`src/rtl/peribus_master.sv`:
```
// peribus_master: initiator end of the peripheral bus.
// Takes one load/store request at a time from the core and runs a single
// peribus transaction for it: SETUP -> STROBE -> HOLD, then a one-cycle RESP.
// Optional build macro PERIBUS_IRQ_LATCH_EN: when defined, irq is synchronised,
// edge-detected and held in a sticky irq_pending flag cleared by irq_ack.
// When undefined, irq_pending is a combinational copy of irq.
//
// Handshake: a request transfers on a rising edge where req_valid=1 and
// req_ready=1. req_ready is high only in IDLE. While busy the req_* inputs are
// ignored and nothing is queued. resp_valid is a one-cycle pulse (RESP state)
// with no back-pressure; resp_rdata carries the load data during that cycle.
module peribus_master #(
    parameter int ADDR_WIDTH    = 8,
    parameter int DATA_WIDTH    = 16,
    parameter int SETUP_CYCLES  = 1,
    parameter int STROBE_CYCLES = 2,
    parameter int HOLD_CYCLES   = 1
) (
    input  logic                  CLOCK_50,
    input  logic                  reset,
    input  logic                  req_valid,
    output logic                  req_ready,
    input  logic                  req_write,
    input  logic [ADDR_WIDTH-1:0] req_addr,
    input  logic [DATA_WIDTH-1:0] req_wdata,
    output logic                  resp_valid,
    output logic [DATA_WIDTH-1:0] resp_rdata,
    output logic [ADDR_WIDTH-1:0] addr,
    output logic [DATA_WIDTH-1:0] write_data,
    input  logic [DATA_WIDTH-1:0] read_data,
    output logic                  write_enable,
    output logic                  read_enable,
    input  logic                  irq,
    output logic                  irq_pending,
    input  logic                  irq_ack
);

    // Counter is loaded with (phase length - 1), so it needs clog2(longest phase) bits.
    localparam int MAX_A = (SETUP_CYCLES > STROBE_CYCLES) ? SETUP_CYCLES : STROBE_CYCLES;
    localparam int MAX_C = (MAX_A > HOLD_CYCLES) ? MAX_A : HOLD_CYCLES;
    localparam int CNT_W = (MAX_C > 1) ? $clog2(MAX_C) : 1;

    localparam logic [CNT_W-1:0] SETUP_LD  = CNT_W'((SETUP_CYCLES > 0) ? SETUP_CYCLES - 1 : 0);
    localparam logic [CNT_W-1:0] STROBE_LD = CNT_W'((STROBE_CYCLES > 0) ? STROBE_CYCLES - 1 : 0);
    localparam logic [CNT_W-1:0] HOLD_LD   = CNT_W'((HOLD_CYCLES > 0) ? HOLD_CYCLES - 1 : 0);

    typedef enum logic [2:0] {
        IDLE   = 3'd0,
        SETUP  = 3'd1,
        STROBE = 3'd2,
        HOLD   = 3'd3,
        RESP   = 3'd4
    } state_e;

    state_e                  state_q, state_d;
    logic [CNT_W-1:0]        cnt_q, cnt_d;
    logic                    write_q, write_d;
    logic [ADDR_WIDTH-1:0]   addr_q, addr_d;
    logic [DATA_WIDTH-1:0]   wdata_q, wdata_d;
    logic                    we_q, we_d;
    logic                    re_q, re_d;
    logic [DATA_WIDTH-1:0]   rdata_q, rdata_d;

    // State register and all datapath registers; reset aborts any transaction.
    always_ff @(posedge CLOCK_50) begin
        if (reset) begin
            state_q <= IDLE;
            cnt_q   <= '0;
            write_q <= 1'b0;
            addr_q  <= '0;
            wdata_q <= '0;
            we_q    <= 1'b0;
            re_q    <= 1'b0;
            rdata_q <= '0;
        end else begin
            state_q <= state_d;
            cnt_q   <= cnt_d;
            write_q <= write_d;
            addr_q  <= addr_d;
            wdata_q <= wdata_d;
            we_q    <= we_d;
            re_q    <= re_d;
            rdata_q <= rdata_d;
        end
    end

    // Next-state logic; strobes are computed for the next cycle so they come straight from flops.
    always_comb begin
        state_d = state_q;
        cnt_d   = cnt_q;
        write_d = write_q;
        addr_d  = addr_q;
        wdata_d = wdata_q;
        we_d    = 1'b0;
        re_d    = 1'b0;
        rdata_d = rdata_q;
        case (state_q)
            IDLE: begin
                if (req_valid) begin
                    write_d = req_write;
                    addr_d  = req_addr;
                    wdata_d = req_wdata;
                    if (SETUP_CYCLES > 0) begin
                        state_d = SETUP;
                        cnt_d   = SETUP_LD;
                    end else begin
                        state_d = STROBE;
                        cnt_d   = STROBE_LD;
                        we_d    = req_write;
                        re_d    = ~req_write;
                    end
                end
            end
            SETUP: begin
                if (cnt_q == '0) begin
                    state_d = STROBE;
                    cnt_d   = STROBE_LD;
                    we_d    = write_q;
                    re_d    = ~write_q;
                end else begin
                    cnt_d = cnt_q - 1'b1;
                end
            end
            STROBE: begin
                if (cnt_q == '0) begin
                    // Last strobe cycle: sample the load data as the strobe drops.
                    if (!write_q) begin
                        rdata_d = read_data;
                    end
                    if (HOLD_CYCLES > 0) begin
                        state_d = HOLD;
                        cnt_d   = HOLD_LD;
                    end else begin
                        state_d = RESP;
                    end
                end else begin
                    cnt_d = cnt_q - 1'b1;
                    we_d  = write_q;
                    re_d  = ~write_q;
                end
            end
            HOLD: begin
                if (cnt_q == '0) begin
                    state_d = RESP;
                end else begin
                    cnt_d = cnt_q - 1'b1;
                end
            end
            RESP: begin
                state_d = IDLE;
            end
            default: begin
                state_d = IDLE;
            end
        endcase
    end

    assign req_ready    = (state_q == IDLE);
    assign resp_valid   = (state_q == RESP);
    assign resp_rdata   = rdata_q;
    assign addr         = addr_q;
    assign write_data   = wdata_q;
    assign write_enable = we_q;
    assign read_enable  = re_q;

`ifdef PERIBUS_IRQ_LATCH_EN
    logic sync1_q, sync2_q, prev_q, pend_q;
    logic irq_rise;

    assign irq_rise = sync2_q & ~prev_q;

    // Two-flop synchroniser, edge detector and sticky pending flag (a new edge beats ack).
    always_ff @(posedge CLOCK_50) begin
        if (reset) begin
            sync1_q <= 1'b0;
            sync2_q <= 1'b0;
            prev_q  <= 1'b0;
            pend_q  <= 1'b0;
        end else begin
            sync1_q <= irq;
            sync2_q <= sync1_q;
            prev_q  <= sync2_q;
            pend_q  <= irq_rise | (pend_q & ~irq_ack);
        end
    end

    assign irq_pending = pend_q;
`else
    logic unused_irq_ack;

    assign unused_irq_ack = irq_ack;
    assign irq_pending    = irq;
`endif

endmodule

```
`config.mk`:
```
export PLATFORM = sky130hd
export DESIGN_NAME = peribus_master
export DESIGN_NICKNAME = d
export VERILOG_FILES = /design/src/rtl/peribus_master.sv
export SDC_FILE = /design/constraint.sdc
export NUM_CORES = 1
export LEC_CHECK = 0
export CORE_MARGIN = 2
export CORE_UTILIZATION = 30
export DETAILED_ROUTE_END_ITERATION = 12
export PLACE_DENSITY_LB_ADDON = 0.15
export SYNTH_ARGS = -nofsm -noshare
export SYNTH_HDL_FRONTEND = slang
export SYNTH_SLANG_ARGS = --single-unit
```
`constraint.sdc`:
```
create_clock -name CLOCK_50 -period 2 [get_ports CLOCK_50]
set_input_delay 0.4 -clock CLOCK_50 [delete_from_list [all_inputs] [get_ports CLOCK_50]]
set_output_delay 0.4 -clock CLOCK_50 [all_outputs]
set_load 0.1 [all_outputs]
```
==> results.md, run 1 <==
- Met3 Wirelength: 280 um
- Sequential element share of the synthesized area: 49.0%
- Maximum vdd ir drop: 512 uV
- Top-count cell post-synth: nand2_1
- Cell Chain, Critical Path: nor2_1, and2_2, buf_12
- Critical Path End Type: primary output
- FF-to-FF setup slack: 490 ps
- Final Max Slew Viols: 0
- Crit Path Category: reg2out
- Final Hold Vio Count: 0
- Hold EP: addr[4]
- Setup tns final: 0 ps
- Mapped Nets: 257
- Hold Path Depth: 2
- Worst-path maximum fanout: 11
- Fmax: 551 MHz
- Min cycle time layout: 1820 ps
- Top Layer Used: met4
- 1st-pass router iterations: 4
- CTS tree: yes
- Cells on worst reg2reg path: 3
- Share of layout cells above drive strength 1: 21.4%
- Post-synth ARST share: 0%
- GPL Wtd Cong: 0.659
- # DRC: 0
- Vias in the first global route: 1505
- Boundary Pins: 91
- Number of synthesis warnings: 0
- Synth cell types: 26
- Worst setup SP type: flip-flop
- Area of the core: 6280 sq um
- Vias/cell: 4.40
- PwrDens: 1130 nW/um^2
- Top cells by area, synth: dfxtp_1 49%, nand2b_1 11%, nand2_1 10%, mux2i_1 8.3%, a21oi_1 6.8%
- Worst-Margin Slew: 496 ps
- H-tree Lvls: 2
- Main synth FF type: dfxtp_1
- Clk Latency, worst-skew pair: 290 ps
- CTS root buf: clkbuf_8
- Post-synth EDFFs: 0
- Largest net degree at the start of global routing: 40
- Final setup vio count: 0
- Post-synth top cells: 51 x nand2_1, 47 x dfxtp_1, 33 x nand2b_1
- Die H: 84.0 um
- RR Endpoint: addr[2]
- GRT overflow: 0
- CTS Hold Bufs: 0
- Worst Hold Class: reg2reg
- Routed WL per cell: 11.3 um
- Drt total wl: 4200 um
- Diode count: 0
- Max Clock Skew: 7.06 ps
- CTS Sinks: 47
- Die ar.: 7050 sq um
- Outcome: complete, no violations
- Synthesis-stage register bit count: 47
- RR Startpoint: state_q[2]
- Max-Cap Viols: 0
- Final period util: 90.8%
- Final WS setup: 184 ps
- Initial antenna violation count: 0
- Post-synth top area share: 49.0%
- Placed wire-length estimate: 2930 um
- Port-buffer cells: 87
- WL met1: 1950 um
- CTS resizes: 0
- Post-route ant nets: 0
- Layout area overhead: 46.3%
- Num CTS Buffers: 5
- Relative slew slack: 66.9%
- Initial detailed-routing violation count: 91
- Met2 WL: 1920 um
- Final #Nets: 340
- RSZ-0062 raised after global routing: no
- Via count: 1638
- Die width: 84.0 um
- Clk buf depth: 2
- WP data required: 1600 ps
- Site row count: 29
- P_leak: 1.13 nW
- Reg clk slew, reported paths: 80 ps
- Hold Startpoint: addr[4]
- First-pass GRT wire length: 6910 um
- Mean Syn Cell Area: 9.10 sq um
- Post-CTS setup buffers: 0
- Yosys top cell by area: dfxtp_1
- CP max stage cell: dfxtp_1
- Worst slack, placed: 151 ps
- Synth Cell Area: 1920 sq um
- GRT Overall Usage: 11.9%
- Initial Util: 30.6%
- WP data arrival: 1420 ps
- Post-Syn Instances: 211
- CP peak stage delay: 620 ps
==> critical path: cells and delay by family, from the launching register on <==
kind / cells / cell delay, ps
buf+inv: 1 / 160
simple gates: 2 / 340
flops: 1 / 620
==> cell usage in the layout, fill, tap and decap left out, drive strengths merged, types with 3 or more instances in the layout <==
master	Yosys	routed
nand2	51	51
buf	14	51
dfxtp	47	47
clkdlybuf4s50	0	42
nand2b	33	33
a21oi	26	26
mux2i	16	16
clkbuf	3	7
nor3	4	4
nor2	3	3
==> report_power, final <==
group          total (W)  switching (W)  internal [W]
Sequential       0.00115      0.0000988       0.00105
Combinational    0.00147        0.00106      0.000409
Clock           0.000545       0.000300      0.000246
==> cells by family (layout without fill, tap and decap cells) <==
logic type	after synthesis	in the layout	share of synthesized area, %
multiplexers	16	16	8.34
AND/OR/NAND/NOR	101	101	27.8
XOR/XNOR	1	1	0.456
AO/OA/AOI/OAI	29	29	7.82
flip-flops	47	47	49.0
buffers and inverters	17	101	6.58
==> per-layer routing <==
metal	global-route usage (%)	vias to the layer above
met5	0	-
met4	3.96	0
met3	3.66	5
met2	19.4	48
met1	15.0	738
li1	-	847
==> metrics by stage <==
stage / hold slack (ps) / util, % / power (W) / std cells / area (sq um)
after floorplan: 449 / - / 0.00235 / 211 / 1930
after global placement: 444 / 43.4 / 0.00266 / 364 / 2730
after detailed placement: 450 / 43.4 / 0.00266 / 364 / 2730
after CTS: 462 / 44.7 / 0.00323 / 372 / 2810
after global routing: 475 / 44.7 / 0.00334 / 372 / 2810
final: 459 / 44.7 / 0.00317 / 372 / 2810
==> sequential cells by signal, indices dropped and copies added, names as in the netlist <==
name	count
state_q	3
write_q	1
read_enable	1
write_enable	1
write_data	16
resp_rdata	16
addr	8
cnt_q	1
==> layout make-up <==
cell class,instances,area (sq um)
Clock buffer,7,76.3
Tap cell,77,96.3
Clock inverter,1,5.00
Fill cell,647,3470
Multi-Input combinational cell,147,863
Timing Repair Buffer,93,826
Sequential cell,47,941
==> how the worst max path moves through the flow <==
stage                     startpoint             to  slack [ps]  depth (start not counted)
after global routing      state_q[1]     resp_valid          80                          3
after floorplan           state_q[1]      req_ready         340                          2
after global placement     req_valid        addr[6]         170                          4
final                     state_q[1]     resp_valid         180                          3
after CTS                 state_q[1]     resp_valid         160                          3
after detailed placement   req_valid  write_data[3]         150                          4
No activity file was read; power rests on OpenSTA's default activity.
==> run 2: changes to the inputs <==
--- a/config.mk
+++ b/config.mk
@@ -5,10 +5,13 @@
 export SDC_FILE = /design/constraint.sdc
 export NUM_CORES = 1
 export LEC_CHECK = 0
+export CORE_ASPECT_RATIO = 1.4
 export CORE_MARGIN = 2
 export CORE_UTILIZATION = 30
+export CTS_CLUSTER_SIZE = 24
 export DETAILED_ROUTE_END_ITERATION = 12
 export PLACE_DENSITY_LB_ADDON = 0.15
+export SKIP_CTS_REPAIR_TIMING = 1
 export SYNTH_ARGS = -nofsm -noshare
 export SYNTH_HDL_FRONTEND = slang
 export SYNTH_SLANG_ARGS = --single-unit
==> run 2 against run 1 <==
Effect of this change:
- maximum frequency fell by 0.74%
- die area increased by 0.13%
- total power rose by 5.0%
- sequential cell count did not move
- clock-buffer cell count shrank 2
- design area grew 1.2%
- critical path type unchanged
- critical endpoint unchanged
- largest power group unchanged
==> results.md, run 2 (synthesis gave the netlist of run 1 again) <==
- Critical Path End Type: primary output (unchanged)
- Die ar.: 7060 sq um (was 7050 sq um)
- Initial antenna violation count: 0 (unchanged)
- Reg clk slew, reported paths: 90 ps (was 80 ps)
- Die H: 98.6 um (was 84.0 um)
- Vias in the first global route: 1458 (was 1505)
- Logic pwr share: 44.2% (was 46.4%)
- Final Hold Vio Count: 0 (unchanged)
- Drt total wl: 4180 um (was 4200 um)
- Cell Chain, Critical Path: nor2_1, and2_2, buf_12 (unchanged)
- Die width: 71.6 um (was 84.0 um)
- Post-route ant nets: 0 (unchanged)
- GRT overflow: 0 (unchanged)
- # DRC: 0 (unchanged)
- First-pass GRT wire length: 6850 um (was 6910 um)
- Share of layout cells above drive strength 1: 22.3% (was 21.4%)
- Final #Nets: 341 (was 340)
- GRT Overall Usage: 12.1% (was 11.9%)
- Min cycle time layout: 1830 ps (was 1820 ps)
- DP Cell Count: 360 (was 364)
- Boundary Pins: 91 (unchanged)
- Port-buffer cells: 87 (unchanged)
- Max Clock Skew: 6.83 ps (was 7.06 ps)
- PwrDens: 1170 nW/um^2 (was 1130 nW/um^2)
- CP peak stage delay: 620 ps (about the same)
- Placed wire-length estimate: 2950 um (was 2930 um)
- Diode count: 0 (unchanged)
- WP data arrival: 1430 ps (was 1420 ps)
- H-tree Lvls: 2 (unchanged)
- Clk buf depth: 2 (unchanged)
- CTS tree: yes (unchanged)
- Num CTS Buffers: 5 (unchanged)
- WP data required: 1600 ps (about the same)
- Maximum vdd ir drop: 480 uV (was 512 uV)
- Site row count: 34 (was 29)
- Clock power frac: 21.1% (was 17.2%)
- Area of the core: 6210 sq um (was 6280 sq um)
- Max-Cap Viols: 0 (unchanged)
- Final setup vio count: 0 (unchanged)
- Worst-path maximum fanout: 11 (unchanged)
- Initial detailed-routing violation count: 61 (was 91)
- Worst Hold Class: reg2reg (unchanged)
- Net Sw Frac: 44.7% (was 46.0%)
- Power share of the sequential group: 34.6% (was 36.4%)
- Final period util: 91.5% (was 90.8%)
- CP max stage cell: dfxtp_1 (unchanged)
- 1st-pass router iterations: 4 (unchanged)
- Sw Pwr: 0.00149 W (was 0.00146 W)
- Fmax: 547 MHz (was 551 MHz)
- Clk Latency, worst-skew pair: 300 ps (was 290 ps)
- Design Area, Final: 2840 sq um (was 2810 sq um)
- Initial Util: 30.9% (was 30.6%)
- Most frequent cells in the layout: 51 x nand2_1, 49 x buf_4, 47 x dfxtp_1, 42 x clkdlybuf4s50_1, 33 x nand2b_1 (was 51 x nand2_1, 48 x buf_4, 47 x dfxtp_1, 42 x clkdlybuf4s50_1, 33 x nand2b_1)
- Final Max Slew Viols: 0 (unchanged)
- Worst-Margin Slew: 487 ps (was 496 ps)
- Via count: 1631 (was 1638)
- Worst setup SP type: flip-flop (unchanged)
- CTS root buf: clkbuf_8 (unchanged)
- Routed WL per cell: 11.4 um (was 11.3 um)
- Outcome: complete, no violations (unchanged)
- Final non-filler cell total: 368 (was 372)
- RSZ-0062 raised after global routing: no (unchanged)
- CTS Sinks: 47 (unchanged)
- Crit Path Category: reg2out (unchanged)
- Layout area overhead: 48.0% (was 46.3%)
- Vias/cell: 4.43 (was 4.40)
- Setup tns final: 0 ps (unchanged)
- Relative slew slack: 67.5% (was 66.9%)
- Placed cell area: 2730 sq um (about the same)
- GPL Wtd Cong: 0.663 (was 0.659)
- Largest net degree at the start of global routing: 26 (was 40)
- Internal: 0.00184 W (was 0.00171 W)
- P_leak: 1.15 nW (was 1.13 nW)
- Most common cell after layout, fill and taps aside: nand2_1 (unchanged)
==> run 2: critical path: cells and delay by family, from the launching register on <==
| family | cells | cell delay [ps] |
|---|---|---|
| simple gates | 2 | 350 |
| flops | 1 | 620 |
| buf+inv | 1 | 160 |
==> run 2: final timing paths <==
| path | from | to | slack (ps) | depth (start not counted) |
|---|---|---|---|---|
| worst max-delay path | state_q[1] | resp_valid | 170 | 3 |
| worst min-delay path | write_data[7] | write_data[7] | 460 | 2 |
| worst max register to register | state_q[2] | write_q | 480 | 3 |
| worst min register to register | write_data[7] | write_data[7] | 460 | 2 |
==> run 2: routing by layer <==
metal / routed length (um) / GRT usage [%] / up-vias / part of all wire (%)
li1: - / - / 851 / -
met1: 1820 / 15.4 / 716 / 44
met2: 1990 / 19.2 / 59 / 48
met3: 295 / 3.27 / 5 / 7.1
met4: 68 / 4.79 / 0 / 1.6
met5: 0 / 0 / - / 0
==> run 2: area by class of cell <==
cell class	count	area (sq um)
clock inverter	3	43.8
multi-input combinational	147	863
tap	72	90.1
clock buffer	5	68.8
sequential	47	941
fill	636	3370
timing repair buffer	94	833
==> run 2: through the flow <==
step                      hold WS (ps)  worst slack [ps]  utilization, %  total power (W)
after floorplan                    449               341               -          0.00235
after global placement             444               155            43.9          0.00266
after detailed placement           447               144            43.9          0.00266
after CTS                          461               150            45.7          0.00339
after global routing               476              73.6            45.7          0.00350
final                              459               170            45.7          0.00332
==> run 2: power groups by stage <==
stage | combinational (W) | clock (W) | sequential, W
2_1_floorplan | 0.000493 | 0 | 0.00186
3_3_place_gp | 0.00149 | 0 | 0.00117
3_5_place_dp | 0.00149 | 0 | 0.00117
4_1_cts | 0.00149 | 0.000744 | 0.00115
5_1_grt | 0.00155 | 0.000773 | 0.00117
6_report | 0.00147 | 0.000702 | 0.00115
